$ cat src/rtl/nibble_deserializer.sv
// Serial-to-nibble receiver: start/4 data/even parity/stop frames, strobed by sin_en,
// delivered through a 2-entry FIFO with a ready/valid consumer interface.
module nibble_deserializer (
    input  logic       clk,
    input  logic       rst,
    input  logic       sin,
    input  logic       sin_en,
    output logic [3:0] out_data,
    output logic       out_valid,
    input  logic       out_ready,
    output logic       par_err,
    output logic       frm_err,
    output logic       ovf,
    output logic       busy
);

    typedef enum logic [1:0] {
        IDLE,
        DATA,
        PARITY,
        STOP
    } state_t;

    state_t     state;
    logic [1:0] bit_cnt;
    logic [3:0] shreg;
    logic       par_bit;

    // entry0 is always the head, so out_data comes straight from a register
    logic [3:0] entry0;
    logic [3:0] entry1;
    logic [1:0] count;

    logic pop;
    logic stop_edge;
    logic frame_ok;
    logic push;
    logic drop_full;

    assign out_valid = (count != 2'd0);
    assign out_data  = entry0;

    always_comb begin
        pop       = out_valid && out_ready;
        stop_edge = sin_en && (state == STOP);
        frame_ok  = !sin && (par_bit == ^shreg);
        // A same-edge pop frees a slot, so a full buffer can still accept the frame
        push      = stop_edge && frame_ok && ((count != 2'd2) || pop);
        drop_full = stop_edge && frame_ok && !push;
    end

    // NOTE: sequential state uses non-blocking assignments so every flop samples
    // pre-edge values regardless of statement order.
    always_ff @(posedge clk or posedge rst) begin
        if (rst) begin
            state   <= IDLE;
            bit_cnt <= 2'd0;
            shreg   <= 4'd0;
            par_bit <= 1'b0;
            busy    <= 1'b0;
            par_err <= 1'b0;
            frm_err <= 1'b0;
            ovf     <= 1'b0;
        end else begin
            // NOTE: pulses default low every cycle; only the STOP strobe raises them.
            par_err <= 1'b0;
            frm_err <= 1'b0;
            ovf     <= 1'b0;
            if (sin_en) begin
                case (state)
                    IDLE: begin
                        if (sin) begin
                            state   <= DATA;
                            bit_cnt <= 2'd0;
                            busy    <= 1'b1;
                        end
                    end
                    DATA: begin
                        shreg   <= {shreg[2:0], sin};
                        bit_cnt <= bit_cnt + 2'd1;
                        if (bit_cnt == 2'd3) state <= PARITY;
                    end
                    PARITY: begin
                        par_bit <= sin;
                        state   <= STOP;
                    end
                    STOP: begin
                        state   <= IDLE;
                        busy    <= 1'b0;
                        frm_err <= sin;
                        par_err <= !sin && (par_bit != ^shreg);
                        ovf     <= drop_full;
                    end
                    default: begin
                        state <= IDLE;
                        busy  <= 1'b0;
                    end
                endcase
            end
        end
    end

    // NOTE: the two FIFO entries are reset because out_data must read 0 while in reset.
    always_ff @(posedge clk or posedge rst) begin
        if (rst) begin
            entry0 <= 4'd0;
            entry1 <= 4'd0;
            count  <= 2'd0;
        end else begin
            case ({push, pop})
                2'b10: begin
                    if (count == 2'd0) entry0 <= shreg;
                    else               entry1 <= shreg;
                    count <= count + 2'd1;
                end
                2'b01: begin
                    entry0 <= entry1;
                    count  <= count - 2'd1;
                end
                2'b11: begin
                    if (count == 2'd2) begin
                        entry0 <= entry1;
                        entry1 <= shreg;
                    end else begin
                        entry0 <= shreg;
                    end
                end
                default: ;
            endcase
        end
    end

endmodule

$ cat config.mk
export PLATFORM = sky130hd
export DESIGN_NAME = nibble_deserializer
export DESIGN_NICKNAME = d
export VERILOG_FILES = /design/src/rtl/nibble_deserializer.sv
export SDC_FILE = /design/constraint.sdc
export NUM_CORES = 1
export LEC_CHECK = 0
export ABC_AREA = 1
export CORE_MARGIN = 4
export CORE_UTILIZATION = 55
export CTS_CLUSTER_DIAMETER = 100
export DETAILED_ROUTE_END_ITERATION = 10
export PLACE_DENSITY = 0.77
export SLEW_MARGIN = 20
export SYNTH_ARGS = -nofsm -noshare
export SYNTH_HDL_FRONTEND = slang
export SYNTH_SLANG_ARGS = --single-unit
$ cat constraint.sdc
create_clock -name clk -period 3.8 [get_ports clk]
set_clock_uncertainty 0.05 [all_clocks]
set_input_delay 0.76 -clock clk [delete_from_list [all_inputs] [get_ports clk]]
set_output_delay 0.76 -clock clk [all_outputs]
set_load 0.01 [all_outputs]
==> out/metrics.cfg <==
[setup_path]
worstPathMaxFanout = 5
cp.required_ps = 2990
r2r-start = state[0]
cp-end-kind = primary output
crit_type = reg2out
path_cells = nor2_2 -> inv_1 -> clkdlybuf4s50_1
path_buf_inv = 2
crit_path_top_delay_cell = clkdlybuf4s50_1
critPathMaxStageDelay_ps = 480
cp_top_family = buffers and inverters
worstPathArrival_ps = 1580
startpoint = count[0]
startpoint_type = flip-flop

[detailed_routing]
routed_wl_mm = 2.632
detailedRoute.firstPassIterationCount = 4
viasPerCell = 5.283
ant_nets = 0
drtIter0Drc = 34
drc = 0
post_drt_wl_per_cell_um = 12.84
vias = 1083

[placement]
portBuffers = 13
gp_congestion = 0.8950
pre_cts_ws_ps = 1450
hpwlAfterDp_mm = 2.106
post-place-cells = 201

[final_layout]
diodes = 0
areaGrowthSynthToFinish_pct = 12.41
final_layout_size_suffix_gt1_share_pct = 16.38
finalNetCount = 188
stdcell_count = 205

[die]
io_pins = 14
initial_core_util_pct = 60.01
coreArea_mm2 = 0.002318
dieWidth_um = 58.30
dieHeight_um = 58.30
num_rows = 17
die-area_mm2 = 0.003398

[grt]
track_usage_pct = 17.33
grt_pass1_wl_mm = 4.567
grt_pass1_vias = 1040
grt_start_max_net_pins = 24
gr-total-overflow = 0
antenna_found_initial = 0

[synthesis]
synth_area_mm2 = 0.001391
yosysUniqueCellTypes = 27
syn-num-nets = 173
synth_edf_count = 0
netlist_instances = 163
ys.warnings.count = 0
synth_area_per_cell_um2 = 8.536
synth-seq-cells = 23
ys_dominant_reg_cell = dfrtp_1
async_flop_share_pct = 100.0
synth.yosys.seq_area_share_pct = 41.37

[timing]
tightestPinTransition_ps = 839.5
slew_violations = 0
layout_setup_ws_ps = 1407
relSlewSlack_pct = 43.97
max_freq_mhz = 417.9
post-route-min-period_ps = 2393
setup_violations = 0
tns_ps = 0
rsz0062_at_grt = false
finalHoldViolCount = 0
min_period_over_period_pct = 62.97

[power]
p_leak_uw = 0.0007617
p_per_area_mw_per_mm2 = 780.7
p_total_uw = 1221
ir_worst_vdd_v = 0.0005234

[clocking]
hold_buffers = 0
cts.htree.levels = 1
root_buffer = clkbuf_4
cts_buffers = 3
cts.sinks = 23
cts_tree = done
clk_pin_slew_worst_paths_ps = 120
postCtsSetupRepairBufs = 0
cts_max_path_buffers = 2
cts.repair.resized = 0
clk_latency_ps = 300

[run]
drv_cap = 0

[min_path]
hold_path.class = reg2reg
hp-start = out_data[0]

[run_status]
outcome = completed

==> path summary, 6_finish.rpt <==
| check | to | slack (ps) | cells past startpoint |
|---|---|---|---|
| worst max-delay path | out_valid | 1410 | 3 |
| worst min-delay path | out_data[0] | 470 | 2 |
| worst max register to register | count[1] | 2210 | 10 |
| worst min register to register | out_data[0] | 470 | 2 |
| max in group asynchronous | entry1[1] | 2330 | 2 |
| min in group asynchronous | par_err | 860 | 2 |
==> report_power, final <==
group / switching (uW) / internal (uW)
combinational: 409 / 259
clock: 70.2 / 39.2
sequential: 102 / 341
total: 582 / 639
==> tightest hold or removal path: cells and delay by family (launching register included) <==
kind          cells  cell delay, ps
flops             1             370
simple gates      2             130
==> synthesized netlist by cell type (3+ instances only) <==
master / count / area (um2)
nand3_1: 16 / 80.08
inv_1: 20 / 75.07
nand2_4: 4 / 45.04
a21oi_1: 3 / 15.01
nand2_1: 38 / 142.6
inv_2: 4 / 15.01
nand4_1: 5 / 31.28
o21ai_1: 8 / 40.04
nor2_1: 4 / 15.01
ha_1: 5 / 62.56
nand3_2: 3 / 30.03
o21ai_0: 9 / 45.04
nand2_2: 5 / 31.28
dfrtp_1: 23 / 575.6
==> per-stage QoR <==
step	cell area, um2	utilization [%]	hold slack, ps
2_1_floorplan	1391	-	414.7
3_3_place_gp	1536	66.27	436.7
3_5_place_dp	1536	66.27	451.9
4_1_cts	1564	67.46	482.9
5_1_grt	1564	67.46	513.2
6_report	1564	67.46	474.6
==> metal layers <==
layer / up-vias / wire length (um) / track usage [%]
li1: 560 / - / -
met1: 507 / 1177 / 21.97
met2: 14 / 1350 / 29.98
met3: 2 / 86 / 2.851
met4: 0 / 18 / 5.629
met5: - / 0 / 0
==> layout by cell type (no fill, tap or decap), drive strengths merged <==
| cell type | instances |
|---|---|
| o21ai | 17 |
| clkdlybuf4s50 | 13 |
| clkinv | 1 |
| xnor2 | 1 |
| a21oi | 3 |
| dfrtp | 23 |
| xor2 | 1 |
| nand2 | 47 |
| nand3 | 21 |
| nor3 | 2 |
| a31oi | 1 |
| or2 | 1 |
| clkbuf | 3 |
| ha | 5 |
| a21boi | 1 |
| nor2 | 7 |
| inv | 24 |
| nand4 | 6 |
==> logic make-up (layout without fill, tap and decap cells) <==
family | after synthesis | after routing | synth area share [%]
XOR/XNOR | 2 | 2 | 2.339
adder cells (fa/ha/maj) | 5 | 5 | 4.496
AO/OA/AOI/OAI | 22 | 22 | 8.993
flip-flops | 23 | 23 | 41.37
AND/OR/NAND/NOR | 84 | 84 | 34.89
buffers and inverters | 27 | 41 | 7.913
==> flip-flops by register name, indices dropped and copies added, names as in the netlist <==
register and cells:
bit_cnt 2, state 2, out_data 4, entry1 4
par_err 1, par_bit 1, ovf 1, busy 1
shreg 4, count 2, frm_err 1
==> layout make-up <==
class / instances / area (um2)
Inverter: 24 / 90.09
Tap cell: 28 / 35.03
Fill cell: 195 / 754.5
Sequential cell: 23 / 575.6
Timing Repair Buffer: 13 / 130.1
Clock buffer: 3 / 22.52
Multi-Input combinational cell: 113 / 705.7
Clock inverter: 1 / 5.005
No activity file was read; power rests on OpenSTA's default activity.
